**src/rtl/sec_alert_sequencer.sv**
```systemverilog
// Alert arbiter and emergency evacuation sequencer for the site security core.
// Optional stall-timeout on the alert channel: define ALERT_TIMEOUT_EN.
module sec_alert_sequencer #(
   parameter int unsigned EVAC_DLY    = 8,
   parameter int unsigned BACKUP_CYC  = 4,
   parameter int unsigned CLEAR_CYC   = 16,
   parameter int unsigned TIMEOUT_CYC = 32
) (
   input  logic       clk,
   input  logic       rst,
   input  logic       fire,
   input  logic       earth_quake,
   input  logic [3:0] sec_req,
   input  logic       fire_dept_ack,
   input  logic       alert_ready,
   output logic       alert_valid,
   output logic [2:0] alert_src,
   output logic [5:0] alert_pending,
   output logic       fire_alarm,
   output logic       fire_exit,
   output logic       door_unlock,
   output logic       server_backup_signal,
   output logic       fire_dept_alert,
   output logic       alert_timeout
);

   typedef enum logic [1:0] {IDLE = 2'd0, ALARM = 2'd1, EVAC = 2'd2, HOLD = 2'd3} state_t;

   localparam int unsigned DLY_W = $clog2(EVAC_DLY) + 1;
   localparam int unsigned BK_W  = $clog2(BACKUP_CYC) + 1;
   localparam int unsigned CLR_W = $clog2(CLEAR_CYC) + 1;
   localparam logic [2:0]  NONE  = 3'd7;

   logic             fire_q;
   logic             quake_q;
   logic [3:0]       sec_q;
   logic [5:0]       rise;
   logic [5:0]       clr;
   logic [1:0]       rr_ptr;
   logic             accept;
   logic             emerg;
   logic [2:0]       winner;
   state_t           state;
   logic [DLY_W-1:0] dly_cnt;
   logic [BK_W-1:0]  bk_cnt;
   logic [CLR_W-1:0] quiet_cnt;

   // Fire beats quake; sections searched from the slot after the last served one.
   function automatic logic [2:0] pick(input logic [5:0] p, input logic [1:0] rr);
      logic [2:0] r;
      logic [1:0] idx;
      r = NONE;
      if (p[4]) begin
         r = 3'd4;
      end else if (p[5]) begin
         r = 3'd5;
      end else begin
         for (int k = 1; k <= 4; k++) begin
            idx = rr + 2'(k);
            r   = (r == NONE && p[idx]) ? {1'b0, idx} : r;
         end
      end
      return r;
   endfunction

   assign rise   = {earth_quake & ~quake_q, fire & ~fire_q, sec_req & ~sec_q};
   assign accept = alert_valid & alert_ready;
   assign emerg  = fire | earth_quake;
   assign winner = pick(alert_pending, rr_ptr);

   // Pending-bit clear mask for the alert being accepted this cycle.
   always_comb begin
      clr = 6'd0;
      if (accept) begin
         clr = 6'd1 << alert_src;
      end else begin
         clr = 6'd0;
      end
   end

`ifdef ALERT_TIMEOUT_EN
   localparam int unsigned STALL_W = $clog2(TIMEOUT_CYC) + 1;
   logic [STALL_W-1:0] stall_cnt;
`else
   if (TIMEOUT_CYC == 0) begin : g_no_timeout_cfg
   end
   assign alert_timeout = 1'b0;
`endif

   // Edge capture, pending flags and the valid/ready alert channel.
   always_ff @(posedge clk) begin
      if (rst) begin
         fire_q        <= 1'b0;
         quake_q       <= 1'b0;
         sec_q         <= 4'd0;
         alert_pending <= 6'd0;
         alert_valid   <= 1'b0;
         alert_src     <= 3'd0;
         rr_ptr        <= 2'd0;
`ifdef ALERT_TIMEOUT_EN
         stall_cnt     <= '0;
         alert_timeout <= 1'b0;
`endif
      end else begin
         fire_q        <= fire;
         quake_q       <= earth_quake;
         sec_q         <= sec_req;
         alert_pending <= (alert_pending & ~clr) | rise;
`ifdef ALERT_TIMEOUT_EN
         alert_timeout <= 1'b0;
`endif
         if (accept) begin
            alert_valid <= 1'b0;
`ifdef ALERT_TIMEOUT_EN
            stall_cnt   <= '0;
`endif
            if (!alert_src[2]) begin
               rr_ptr <= alert_src[1:0];
            end
         end else if (alert_valid) begin
`ifdef ALERT_TIMEOUT_EN
            if (stall_cnt == STALL_W'(TIMEOUT_CYC - 1)) begin
               // Drop the offer but keep the pending bit so the source is retried.
               alert_valid   <= 1'b0;
               alert_timeout <= 1'b1;
               stall_cnt     <= '0;
               if (!alert_src[2]) begin
                  rr_ptr <= alert_src[1:0];
               end
            end else begin
               stall_cnt <= stall_cnt + STALL_W'(1);
            end
`endif
         end else if (winner != NONE) begin
            alert_valid <= 1'b1;
            alert_src   <= winner;
         end
      end
   end

   // Emergency evacuation sequence with registered actuator outputs.
   always_ff @(posedge clk) begin
      if (rst) begin
         state                <= IDLE;
         dly_cnt              <= '0;
         bk_cnt               <= '0;
         quiet_cnt            <= '0;
         fire_alarm           <= 1'b0;
         fire_exit            <= 1'b0;
         door_unlock          <= 1'b0;
         server_backup_signal <= 1'b0;
      end else begin
         case (state)
            IDLE: begin
               if (emerg) begin
                  state      <= ALARM;
                  dly_cnt    <= DLY_W'(EVAC_DLY - 1);
                  fire_alarm <= 1'b1;
               end
            end
            ALARM: begin
               if (dly_cnt == DLY_W'(0)) begin
                  state                <= EVAC;
                  bk_cnt               <= BK_W'(BACKUP_CYC - 1);
                  fire_exit            <= 1'b1;
                  door_unlock          <= 1'b1;
                  server_backup_signal <= 1'b1;
               end else begin
                  dly_cnt <= dly_cnt - DLY_W'(1);
               end
            end
            EVAC: begin
               if (bk_cnt == BK_W'(0)) begin
                  state                <= HOLD;
                  quiet_cnt            <= '0;
                  server_backup_signal <= 1'b0;
               end else begin
                  bk_cnt <= bk_cnt - BK_W'(1);
               end
            end
            HOLD: begin
               if (emerg) begin
                  quiet_cnt <= '0;
               end else if (quiet_cnt == CLR_W'(CLEAR_CYC - 1)) begin
                  state       <= IDLE;
                  quiet_cnt   <= '0;
                  fire_alarm  <= 1'b0;
                  fire_exit   <= 1'b0;
                  door_unlock <= 1'b0;
               end else begin
                  quiet_cnt <= quiet_cnt + CLR_W'(1);
               end
            end
            default: begin
               state                <= IDLE;
               fire_alarm           <= 1'b0;
               fire_exit            <= 1'b0;
               door_unlock          <= 1'b0;
               server_backup_signal <= 1'b0;
            end
         endcase
      end
   end

   // Sticky fire department notification; a new fire edge outranks the ack.
   always_ff @(posedge clk) begin
      if (rst) begin
         fire_dept_alert <= 1'b0;
      end else if (rise[4]) begin
         fire_dept_alert <= 1'b1;
      end else if (fire_dept_ack) begin
         fire_dept_alert <= 1'b0;
      end
   end

endmodule

```
**config.mk**
```make
export PLATFORM = sky130hd
export DESIGN_NAME = sec_alert_sequencer
export DESIGN_NICKNAME = d
export VERILOG_FILES = /design/src/rtl/sec_alert_sequencer.sv
export SDC_FILE = /design/constraint.sdc
export NUM_CORES = 1
export LEC_CHECK = 0
export CAP_MARGIN = 10
export CORE_MARGIN = 4
export CORE_UTILIZATION = 34
export DETAILED_ROUTE_END_ITERATION = 12
export GPL_ROUTABILITY_DRIVEN = 0
export SKIP_LAST_GASP = 1
export SLEW_MARGIN = 20
export SYNTH_ARGS = -nofsm -noshare
export SYNTH_HDL_FRONTEND = slang
export SYNTH_SLANG_ARGS = --single-unit
```
**constraint.sdc**
```tcl
create_clock -name clk -period 3.1 [get_ports clk]
set_input_delay 0.62 -clock clk [delete_from_list [all_inputs] [get_ports clk]]
set_output_delay 0.62 -clock clk [all_outputs]
set_load 0.05 [all_outputs]
```
==> metrics <==
cts repair resizes 0; reg2reg path depth 6; vias per std cell ~5.1; switching part of the total power 0.401; Flop pwr share 0.358; WP buf/inv 1; Comb power frac 0.453; # diodes 0; Pins Over Slew Limit 0; synthesized area approximately 0.0018 mm2; # Post-CTS Setup Buffers 0; critical path class reg2out; Critical Path Source Type register; worst-margin pin slew 591 ps; critical path required time ~2500 ps; PD cells about 800 mW/mm2; number of synthesized flops with an enable pin 0; Routed WL per cell 12.4 um; fin crit share 0.732; final setup fails 0; Worst Setup SP alert_pending[1]; distinct cell type count after synthesis 42; max_cap viols 0; reg2reg end state[1]; via count 1,543; vias in the first global route 1,396; Final Util 0.428; Syn Inst Count 209; RSZ-0062 raised after global routing no; fmax 441 MHz; GRT Total Usage 0.123; initial core utilization 0.352; fraction of layout cells with a size suffix above 1 0.0684; status complete, no violations; Int Power 1.07 mW; FFs w/ async S/R, synth 0; arrival time at the worst endpoint between 1500 and 2000 ps; CTS HTree Levels 2; Worst VDD drop 0.372 mV; leakage power 0.826 nW; Yosys reg bits 36; Critical Path Fanout Max 10; drt first pass iters 5; top cell type by total area after synthesis dfxtp_1; antenna violations before repair 0; Slew Limit Headroom 0.606; CTS Hold Bufs 0; highest metal used met4; DRC Markers 0; # clock sinks 36; Antenna Nets Post-Route 0; skew final between 6 and 7 ps; endpoints failing hold 0; flop2flop setup slack 1120 ps; area delta synth->final 21.7%; met2 wire length approximately 1.7 mm; Tmin final 2270 ps; Ys Warns 0; CP Capture Type output pin; Die Ht roughly 81 um; Clock transition at path regs 70 ps; Die Wd 80.9 um; CTS tree done; row count 26; initial drt markers 95; Detail Placement HPWL around 2.8 mm; I/O Buffers 24; Met3 Wirelength 137 um; syn_nets about 230; clk_lat worst skew ~280 ps; CP top delay family buffers and inverters; maximum root-to-sink buffer count 2; Reg2Reg Launch Point dly_cnt[0]; # IOs 26; Die Area approximately 0.0065 mm2; Crit-path slowest cell clkdlybuf4s50_1; Hold Crit Class reg2reg; Clock power frac 0.189; syn avg cell area 8.65 um2; top cells by area, synth dfxtp_1 (40%), a21oi_1 (5.8%), ha_1 (5.5%), o21ai_0 (4.7%), inv_1 (3.3%); largest net degree at the start of global routing 17; core area 0.00514 mm2; Remaining Overflow, GRT 0; DRT Wirelength 3.78 mm; Max stage delay on crit path 870 ps; WL met1 between 1.5 and 2 mm; total CTS buffers 5; Critical Path Sink alert_pending[1]; global-route wire length before repair 6.42 mm; area share of the leading cell type in the synthesized netlist 0.399; nets 251; NetSw 0.716 mW; CP Cell Sequence clkdlybuf4s50_1; sequential fraction of the synthesis area 0.399; TNS Setup 0 ps; hold depth 1; most common flop cell mapped by yosys dfxtp_1; cell count along the critical path 1; clk root buf clkbuf_8
==> worst reg2reg max path, cell delays in order (launching register included) <==
cell and delay (ps):
dfxtp_1 340, inv_1 60, ha_1 190, or3b_4 440, and2_2 230, a2111oi_4 420, mux2i_1 230
==> synth_stat cells, types with 3 or more instances <==
master,count
dfxtp_1,36
a21oi_1,21
o21ai_0,17
inv_1,16
nor2_1,14
nand2_1,13
ha_1,8
nand2b_1,8
a31oi_1,7
clkbuf_1,7
nor2b_1,7
a211oi_1,4
and3b_1,4
mux2i_1,4
nor3_1,4
nand3_1,3
nor3b_1,3
==> layer usage <==
layer,up-vias,global-route usage
met5,-,0
li1,801,-
met4,0,0.0507
met3,7,0.0299
met1,710,0.163
met2,25,0.191
==> cells by family (layout without fill, tap and decap cells) <==
| group | count (synthesis) | count (layout) | share of synthesized area |
|---|---|---|---|
| mux | 5 | 5 | 0.0284 |
| buf+inv | 25 | 50 | 0.0561 |
| other cells | 1 | 1 | 0.00207 |
| simple gates | 70 | 70 | 0.220 |
| fa+ha+maj | 8 | 8 | 0.0554 |
| xor+xnor | 1 | 1 | 0.00485 |
| flops | 36 | 36 | 0.399 |
| compound gates | 63 | 63 | 0.235 |
==> placed cells by master, fill, tap and decap left out, types with 3 or more instances in the layout <==
| cell | count |
|---|---|
| nor3_1 | 4 |
| nor2b_1 | 7 |
| mux2i_1 | 4 |
| clkdlybuf4s50_1 | 24 |
| nand2_1 | 13 |
| nand3_1 | 3 |
| inv_1 | 16 |
| nor2_1 | 14 |
| ha_1 | 8 |
| a211oi_1 | 4 |
| o21ai_0 | 17 |
| nand2b_1 | 8 |
| clkbuf_8 | 6 |
| a31oi_1 | 7 |
| and3b_1 | 4 |
| dfxtp_1 | 36 |
| a21oi_1 | 21 |
| nor3b_1 | 3 |
==> registers in the layout (all words and copies together) (netlist names), 2 cells and up <==
name and cells:
alert_pending 6, bk_cnt 3, rr_ptr 2, state 2
sec_q 4, quiet_cnt 5, alert_src 3, dly_cnt 4
==> worst min path at each step <==
| stage | slack, ps | start | end |
|---|---|---|---|
| 5_1_grt | 480 | bk_cnt[0] | bk_cnt[0] |
| 3_3_place_gp | 450 | quiet_cnt[4] | quiet_cnt[4] |
| 6_report | 460 | bk_cnt[0] | bk_cnt[0] |
| 3_5_place_dp | 450 | bk_cnt[0] | bk_cnt[0] |
| 2_1_floorplan | 430 | bk_cnt[0] | bk_cnt[0] |
| 4_1_cts | 460 | bk_cnt[0] | bk_cnt[0] |
==> through the flow <==
| stage | total power [mW] | cells | instance area (um2) | setup WS [ps] | hold slack (ps) |
|---|---|---|---|---|---|
| 6_report | 1.79 | 304 | 2200 | 831 | 461 |
| 4_1_cts | 1.81 | 304 | 2200 | 834 | 462 |
| 5_1_grt | 1.93 | 304 | 2200 | 774 | 477 |
| 2_1_floorplan | 1.28 | 209 | 1810 | 1290 | 431 |
| 3_3_place_gp | 1.45 | 296 | 2110 | 743 | 448 |
| 3_5_place_dp | 1.46 | 296 | 2110 | 728 | 451 |
==> cell type report <==
type / count / area [um2]
Multi-Input combinational cell: 148 / 986
Tap cell: 70 / 87.6
Clock buffer: 8 / 90.1
Sequential cell: 36 / 721
Fill cell: 545 / 2940
Timing Repair Buffer: 26 / 255
Inverter: 16 / 60.1
==> power by group through the flow <==
stage                     Clock (mW)  Sequential [mW]  Combinational (mW)
after CTS                      0.354            0.640               0.815
after floorplan                    0            0.724               0.553
final                          0.338            0.639               0.810
after detailed placement           0            0.650               0.811
after global routing           0.368            0.655               0.905
after global placement             0            0.649               0.802
(Power assumes the default switching activity.)
